==> src/rtl/shift_pattern_detector.sv <==
// Serial pattern detector on the shared shift stream: 4-bit history window,
// programmable match, saturating 2-digit BCD match counter and LED stretch.
module shift_pattern_detector #(
  parameter logic [3:0]  PATTERN    = 4'b1011,
  parameter bit          OVERLAP    = 1'b1,
  parameter int unsigned HOLD_TICKS = 3
) (
  input  logic       clk,
  input  logic       reset_n,
  input  logic       shift_tick,
  input  logic       din,
  input  logic       clr,
  output logic [3:0] window,
  output logic       match,
  output logic       match_led,
  output logic [3:0] cnt_ones,
  output logic [3:0] cnt_tens,
  output logic       cnt_sat
);

  localparam logic [3:0] HOLD_LOAD = 4'(HOLD_TICKS);

  logic [2:0] fill;
  logic [3:0] hold;
  logic [3:0] next_window;
  logic [2:0] next_fill;
  logic       hit;

  // Match is decided on the post-shift window/fill so it registers one clk after the tick.
  always_comb begin
    next_window = {window[2:0], din};
    next_fill   = (fill == 3'd4) ? 3'd4 : fill + 3'd1;
    hit         = shift_tick && (next_fill == 3'd4) && (next_window == PATTERN);
  end

  always_ff @(posedge clk or negedge reset_n) begin
    if (!reset_n) begin
      window <= '0;
      fill   <= '0;
      match  <= 1'b0;
    end else if (clr) begin
      window <= '0;
      fill   <= '0;
      match  <= 1'b0;
    end else begin
      match <= hit;
      if (shift_tick) begin
        window <= next_window;
        fill   <= (hit && !OVERLAP) ? 3'd0 : next_fill;
      end
    end
  end

  // LED falls on the clk after hold has counted down to zero.
  always_ff @(posedge clk or negedge reset_n) begin
    if (!reset_n) begin
      hold      <= '0;
      match_led <= 1'b0;
    end else if (clr) begin
      hold      <= '0;
      match_led <= 1'b0;
    end else if (hit) begin
      hold      <= HOLD_LOAD;
      match_led <= 1'b1;
    end else begin
      if (shift_tick && (hold != 4'd0)) hold <= hold - 4'd1;
      if (match_led && (hold == 4'd0)) match_led <= 1'b0;
    end
  end

  always_ff @(posedge clk or negedge reset_n) begin
    if (!reset_n) begin
      cnt_ones <= '0;
      cnt_tens <= '0;
      cnt_sat  <= 1'b0;
    end else if (clr) begin
      cnt_ones <= '0;
      cnt_tens <= '0;
      cnt_sat  <= 1'b0;
    end else if (hit && !cnt_sat) begin
      if (cnt_ones == 4'd9) begin
        cnt_ones <= '0;
        cnt_tens <= cnt_tens + 4'd1;
      end else begin
        cnt_ones <= cnt_ones + 4'd1;
      end
      if ((cnt_tens == 4'd9) && (cnt_ones == 4'd8)) cnt_sat <= 1'b1;
    end
  end

endmodule

==> config.mk <==
export PLATFORM = sky130hd
export DESIGN_NAME = shift_pattern_detector
export DESIGN_NICKNAME = d
export VERILOG_FILES = /design/src/rtl/shift_pattern_detector.sv
export SDC_FILE = /design/constraint.sdc
export NUM_CORES = 1
export LEC_CHECK = 0
export ABC_AREA = 1
export BUFFER_PORTS_ARGS = -buffer_cell sky130_fd_sc_hd__buf_2
export CELL_PAD_IN_SITES_DETAIL_PLACEMENT = 2
export CELL_PAD_IN_SITES_GLOBAL_PLACEMENT = 2
export CORE_MARGIN = 5
export CORE_UTILIZATION = 30
export DETAILED_ROUTE_END_ITERATION = 10
export GPL_ROUTABILITY_DRIVEN = 0
export MAX_ROUTING_LAYER = met4
export PLACE_DENSITY = 0.86
export SKIP_LAST_GASP = 1
export SLEW_MARGIN = 5
export SYNTH_ARGS = -nofsm -noshare
export SYNTH_HDL_FRONTEND = slang
export SYNTH_SLANG_ARGS = --single-unit
==> constraint.sdc <==
create_clock -name clk -period 1.63 [get_ports clk]
set_input_delay 0.0815 -clock clk [delete_from_list [all_inputs] [get_ports clk]]
set_output_delay 0.0815 -clock clk [all_outputs]
set_load 0.01 [all_outputs]
==> results.cfg, run 1 <==
[critical_path]
critical_path_type = flip-flop to flip-flop
timing.critical_path.arrival_ps = 1700
critPathCaptureType = flip-flop
rrSetupSlack_ps = 90
crit_start = fill[0]
worst-path-max-fanout = 7
worst_ep_required_time_ps = 1790
timing.critical_path.from_type = flip-flop
launching_point_of_the_worst_reg2reg_path = fill[0]

[cells_and_area]
insertedDiodeCount = 0
fillCellCount = 458
final_area_mm2 = 0.00150
drive_gt1_frac = 0.268
design.final.nets = 180
finish.cell_count_without_fillers = 218
area.growth.synth_to_final_pct = 21.6
finish.utilization = 0.375

[sta]
slew-limit-headroom = 0.644
setup_viol = 0
finalHoldViolations = 0
fmaxAchievable_mhz = 651
rsz0062_at_grt = yes
timing.final.crit_period_ps = 1540
holdWs_ps = 82.1
finalMaxSlewViolations = 0
timing.clock.skew_ps = 7.40
finalSetupTns_ps = 0
period_share = 0.942
tightest_slew_ps = 534

[hold_path]
worstHoldStart = din
min-delay-path-class = primary input to flip-flop

[detailed_routing]
drtPass1Iterations = 4
initialDrtViolationCount = 14
met1_length_mm = 1.45
route.top_layer_used = met4
detail_route.wirelength_mm = 3.72
routedWlPerCell_um = 17.1
route.met3.wl_um = 117
detail_route.drc_violations = 0
detail-route-antenna-nets = 0
met2WireLength_mm = 2.13
viasPerCell = 5.02
route.vias.total = 1094

[placed_design]
cell_area_after_placement_mm2 = 0.00138
post-place-cells = 210
hpwl_mm = 2.69
port_buffer_count = 19

[floorplanning]
die_height_um = 74.1
ioPinCount = 20
dieArea_mm2 = 0.00549
fp-row-count = 23
die_width_um = 74.1
core_area_mm2 = 0.00400
initial_core_util = 0.308

[power_and_ir_drop]
power_density_mw_per_mm2 = 1080
irDropWorstVdd_v = 0.000642
static-leakage-power_nw = 0.759

[yosys]
syn_nets = 153
synth_largest_type_area_fraction = 0.447
syn_avg_cell_area_um2 = 8.68
synthesis.instances = 142
synth.yosys.warnings = 0
synth.cell_area_mm2 = 0.00123
yosysUniqueCellTypes = 24
synth-seq-area-share = 0.447
synth_top_area_cell = sky130_fd_sc_hd__dfrtp_1
synth.ff_latch_count = 22
ys_top_cells_by_area = sky130_fd_sc_hd__dfrtp_1 (45%), sky130_fd_sc_hd__nand2_1 (11%), sky130_fd_sc_hd__ha_1 (6.1%)

[clocking]
total_clock_buffers_created_by_cts = 3
max-clock-path-buffers = 2
cts_tree = yes
tritoncts_num_sinks = 22
worstSkewPairLatency_ps = 270
clk_root_buffer_cell = sky130_fd_sc_hd__clkbuf_8
cts.clk_slew.worst_paths_ps = 90
ctsHtreeMaxLevel = 1

[grt]
all_layer_gr_usage = 0.161
wire_length_of_the_first_global_routing_pass_mm = 6.38
first_global_vias = 1280
grt-ovfl-total = 0
maximum_number_of_pins_on_one_net_before_global_route_repair = 23
antenna_found_initial = 0

[flow_run]
drv_cap = 0

[outcome]
status = finished clean
==> logic make-up (layout without fill, tap and decap cells) <==
kind of cell / after synthesis / count (layout) / synth area share
AO/OA/AOI/OAI: 18 / 18 / 0.0985
XOR/XNOR: 2 / 2 / 0.0142
adder cells (fa/ha/maj): 6 / 6 / 0.0609
buffers and inverters: 21 / 47 / 0.0721
flip-flops: 22 / 22 / 0.447
AND/OR/NAND/NOR: 73 / 73 / 0.308
==> metal layers <==
layer | up-vias | global-route usage
li1 | 515 | -
met1 | 558 | 0.164
met2 | 19 | 0.308
met3 | 2 | 0.0405
met4 | 0 | 0.0302
met5 | - | -
==> worst max-delay path: stages (launching register included) <==
cell	delay [ps]
sky130_fd_sc_hd__dfrtp_1	370
sky130_fd_sc_hd__inv_2	40
sky130_fd_sc_hd__ha_1	300
sky130_fd_sc_hd__inv_2	60
sky130_fd_sc_hd__nand2_2	60
sky130_fd_sc_hd__nor2_4	130
sky130_fd_sc_hd__nand3_4	110
sky130_fd_sc_hd__nand2_8	120
sky130_fd_sc_hd__nand3_4	90
sky130_fd_sc_hd__nand2_1	90
sky130_fd_sc_hd__nand2_1	50
==> layout by cell type, fill, tap and decap left out, types with 2 or more instances in the layout <==
cell	instances
sky130_fd_sc_hd__a21oi_1	2
sky130_fd_sc_hd__a31oi_1	2
sky130_fd_sc_hd__buf_2	19
sky130_fd_sc_hd__buf_4	4
sky130_fd_sc_hd__clkbuf_8	3
sky130_fd_sc_hd__dfrtp_1	22
sky130_fd_sc_hd__ha_1	5
sky130_fd_sc_hd__inv_1	16
sky130_fd_sc_hd__inv_2	2
sky130_fd_sc_hd__nand2_1	34
sky130_fd_sc_hd__nand2_2	3
sky130_fd_sc_hd__nand2_8	2
sky130_fd_sc_hd__nand3_1	6
sky130_fd_sc_hd__nand3_4	2
sky130_fd_sc_hd__nand4_1	8
sky130_fd_sc_hd__nor2_1	14
sky130_fd_sc_hd__o21ai_0	6
sky130_fd_sc_hd__o21ai_2	3
sky130_fd_sc_hd__o22ai_1	3
==> layout make-up <==
class | instances | area (um2) | share of cell area
inverter | 19 | 73.8 | 0.0492
clock inverter | 1 | 30.0 | 0.0200
sequential | 22 | 551 | 0.367
clock buffer | 3 | 41.3 | 0.0275
tap | 50 | 62.6 | 0.0417
multi-input combinational | 99 | 606 | 0.404
timing repair buffer | 24 | 135 | 0.0902
==> stage by stage <==
| step | total power, mW | setup WS, ps |
|---|---|---|
| 6_report | 1.62 | 95.0 |
| 5_1_grt | 1.75 | -12.5 |
| 4_1_cts | 1.63 | 24.2 |
| 3_5_place_dp | 1.09 | 3.38 |
| 3_3_place_gp | 1.06 | 129 |
| 2_1_floorplan | 0.957 | 105 |
==> path summary, 6_finish.rpt <==
check	endpoint	cells past startpoint
min	window[0]	3
min reg2reg	cnt_tens[3]	2
max in group asynchronous	cnt_tens[0]	2
min in group asynchronous	fill[2]	2
max	cnt_tens[2]	10
max reg2reg	cnt_tens[2]	10
==> Yosys cell counts <==
master	count
sky130_fd_sc_hd__a21oi_1	2
sky130_fd_sc_hd__a21oi_4	1
sky130_fd_sc_hd__a31oi_1	2
sky130_fd_sc_hd__buf_4	2
sky130_fd_sc_hd__dfrtp_1	22
sky130_fd_sc_hd__ha_1	6
sky130_fd_sc_hd__inv_1	18
sky130_fd_sc_hd__inv_4	1
sky130_fd_sc_hd__nand2_1	36
sky130_fd_sc_hd__nand2_2	1
sky130_fd_sc_hd__nand2_8	2
sky130_fd_sc_hd__nand3_1	7
sky130_fd_sc_hd__nand3_4	2
sky130_fd_sc_hd__nand3b_1	1
sky130_fd_sc_hd__nand4_1	8
sky130_fd_sc_hd__nor2_1	14
sky130_fd_sc_hd__nor2_4	1
sky130_fd_sc_hd__o21ai_0	6
sky130_fd_sc_hd__o21ai_2	3
sky130_fd_sc_hd__o22ai_1	3
sky130_fd_sc_hd__o31ai_1	1
sky130_fd_sc_hd__or2_2	1
sky130_fd_sc_hd__xnor2_1	1
sky130_fd_sc_hd__xor2_1	1
==> what timing repair did <==
item | 4_1_cts | 5_1_grt
setup endpoints to repair | 7 | 14
endpoints found under the hold margin | 22 | 0
hold buffers | 1 | 0
setup buffers | 2 | 1
pin swaps | 2 | 1
resized for setup | 0 | 6
==> where the power goes <==
part | switching [mW] | internal (mW) | leakage [nW]
Sequential | 0.0606 | 0.608 | 0.300
Combinational | 0.265 | 0.161 | 0.423
Clock | 0.196 | 0.329 | 0.0357
Total | 0.521 | 1.10 | 0.759
==> registers in the layout, indices dropped and copies added (netlist names) <==
signal	cells
cnt_ones	4
cnt_sat	1
cnt_tens	4
fill	3
hold	4
match	1
match_led	1
window	4
Power figures use the tool's default switching activity.
==> run 2: changes to the inputs <==
==> constraint.sdc (replaced) <==
create_clock -name clk -period 1.63 [get_ports clk]
set_input_delay 0.326 -clock clk [delete_from_list [all_inputs] [get_ports clk]]
set_output_delay 0.326 -clock clk [all_outputs]
set_load 0.01 [all_outputs]
==> run 2 against run 1 <==
Net effect:
- routed wire length fell by 0.13%
- combinational power about the same
- sequential power is essentially flat
- highest routed layer unchanged
- largest cell class unchanged
- critical endpoint is now cnt_ones[2]
- hold slack worse by 61 ps
==> results.cfg, run 2 (synthesized netlist as in run 1, its figures left out) <==
[outcome]
status = finished clean

[cells_and_area]
area.growth.synth_to_final_pct = 20.8
layout.cells.most_common_list = sky130_fd_sc_hd__nand2_1 (34), sky130_fd_sc_hd__dfrtp_1 (22), sky130_fd_sc_hd__buf_2 (19)
layout.cells.most_common = sky130_fd_sc_hd__nand2_1
final_area_mm2 = 0.00149
finish.cell_count_without_fillers = 217
drive_gt1_frac = 0.269
design.final.nets = 179
insertedDiodeCount = 0
finish.utilization = 0.372

[critical_path]
worst_ep_required_time_ps = 1800
critPathSlowestCell = sky130_fd_sc_hd__dfrtp_1
critical_path_type = flip-flop to flip-flop
crit_path_cell_trace = inv_2, ha_1, inv_2, nand2_2, nor2_4, nand3_4, nand2_8, nand2_8, nand2_1, o21ai_2
rrSetupSlack_ps = 100
cpLargestDelayFamily = simple AND/OR/NAND/NOR gates
crit_buf_inv = 2
r2r.worst_path.cells = 10
worst-path-max-fanout = 7
launching_point_of_the_worst_reg2reg_path = fill[0]
critPathCaptureType = flip-flop
worstReg2RegEnd = cnt_ones[2]
timing.critical_path.from_type = flip-flop
cpPeakStageDelay_ps = 370
timing.critical_path.arrival_ps = 1700

[grt]
grtUsageMet2 = 0.308
maximum_number_of_pins_on_one_net_before_global_route_repair = 23
grt-ovfl-total = 0
antenna_found_initial = 0
grt_use_met1 = 0.164
grt.met3_usage = 0.0405
first_global_vias = 1280
wire_length_of_the_first_global_routing_pass_mm = 6.38
all_layer_gr_usage = 0.161
globalRoute.busiestLayer = met2

[floorplanning]
die_height_um = 74.1
core_area_mm2 = 0.00400
ioPinCount = 20
die_width_um = 74.1
fp-row-count = 23
initial_core_util = 0.308
dieArea_mm2 = 0.00549

[clocking]
cts.clk_slew.worst_paths_ps = 90
worstSkewPairLatency_ps = 270
cts_tree = yes
tritoncts_num_sinks = 22
max-clock-path-buffers = 2
total_clock_buffers_created_by_cts = 3
clk_root_buffer_cell = sky130_fd_sc_hd__clkbuf_8
cts_hold_buffers = 0
ctsHtreeMaxLevel = 1

[hold_path]
min-delay-path-class = primary input to asynchronous set/reset pin

[detailed_routing]
route.vias.total = 1093
drtPass1Iterations = 4
routedWlPerCell_um = 17.1
initialDrtViolationCount = 13
detail-route-antenna-nets = 0
viasPerCell = 5.04
detail_route.drc_violations = 0
detail_route.wirelength_mm = 3.72

[sta]
rsz0062_at_grt = yes
finalHoldViolations = 0
finalMaxSlewViolations = 0
period_share = 0.941
timing.clock.skew_ps = 7.12
tightest_slew_ps = 534
setup_viol = 0
slew-limit-headroom = 0.644
timing.final.crit_period_ps = 1530
fmaxAchievable_mhz = 652
holdWs_ps = 21.3

[power_and_ir_drop]
sequentialPowerShare = 0.414
swShare = 0.322
power_report.internal_total_mw = 1.10
clkPwrFrac = 0.324
irDropWorstVdd_v = 0.000643
p_comb_frac = 0.262
total_power_mw = 1.62
power_density_mw_per_mm2 = 1090
static-leakage-power_nw = 0.755
netSwitchingPower_mw = 0.521

[placed_design]
hpwl_mm = 2.69
cell_area_after_placement_mm2 = 0.00138
post-place-cells = 210
port_buffer_count = 19

[flow_run]
drv_cap = 0
==> run 2: worst max path at each step <==
stage | from | end | slack (ps) | depth (start not counted)
after CTS | fill[0] | cnt_ones[2] | 20 | 10
after global routing | fill[0] | cnt_tens[3] | -10 | 10
after global placement | fill[0] | cnt_ones[1] | 130 | 10
final | fill[0] | cnt_ones[2] | 100 | 10
after floorplan | fill[0] | cnt_ones[1] | 110 | 10
after detailed placement | fill[0] | cnt_ones[2] | 3 | 10
==> run 2: timing repair <==
item	4_1_cts	5_1_grt
endpoints found under the setup margin	7	14
pin swaps	2	1
gates resized for setup	0	6
buffers inserted	2	1
==> run 2: area by class of cell <==
class                           instances  area [um2]
Inverter                               19        73.8
Multi-Input combinational cell         99         606
Fill cell                             460        2510
Timing Repair Buffer                   23         125
Tap cell                               50        62.6
Sequential cell                        22         551
Clock buffer                            3        41.3
Clock inverter                          1        30.0
==> run 2: per-stage QoR <==
step                worst slack, ps  setup TNS (ps)
global placement                129               0
finish                         96.5               0
CTS                            24.2               0
floorplan                       105               0
global route                  -12.4           -44.2
detailed placement             3.38               0
==> run 2: per-layer routing <==
metal  vias up  part of all wire
li1        513                 -
met1       559              0.39
met2        19              0.57
met3         2             0.031
met4         0            0.0065
met5         -                 0
==> run 2: power groups by stage <==
stage | Clock [mW] | Combinational, mW | Sequential (mW)
global placement | 0 | 0.391 | 0.671
finish | 0.524 | 0.424 | 0.669
floorplan | 0 | 0.289 | 0.668
global route | 0.574 | 0.493 | 0.679
detailed placement | 0 | 0.410 | 0.678
CTS | 0.543 | 0.417 | 0.667
==> run 2: worst reg2reg max path, cell delays in order (launching register included) <==
cell                      delay (ps)
sky130_fd_sc_hd__dfrtp_1         370
sky130_fd_sc_hd__inv_2            40
sky130_fd_sc_hd__ha_1            300
sky130_fd_sc_hd__inv_2            60
sky130_fd_sc_hd__nand2_2          60
sky130_fd_sc_hd__nor2_4          130
sky130_fd_sc_hd__nand3_4         110
sky130_fd_sc_hd__nand2_8         120
sky130_fd_sc_hd__nand2_8          80
sky130_fd_sc_hd__nand2_1         110
sky130_fd_sc_hd__o21ai_2          50
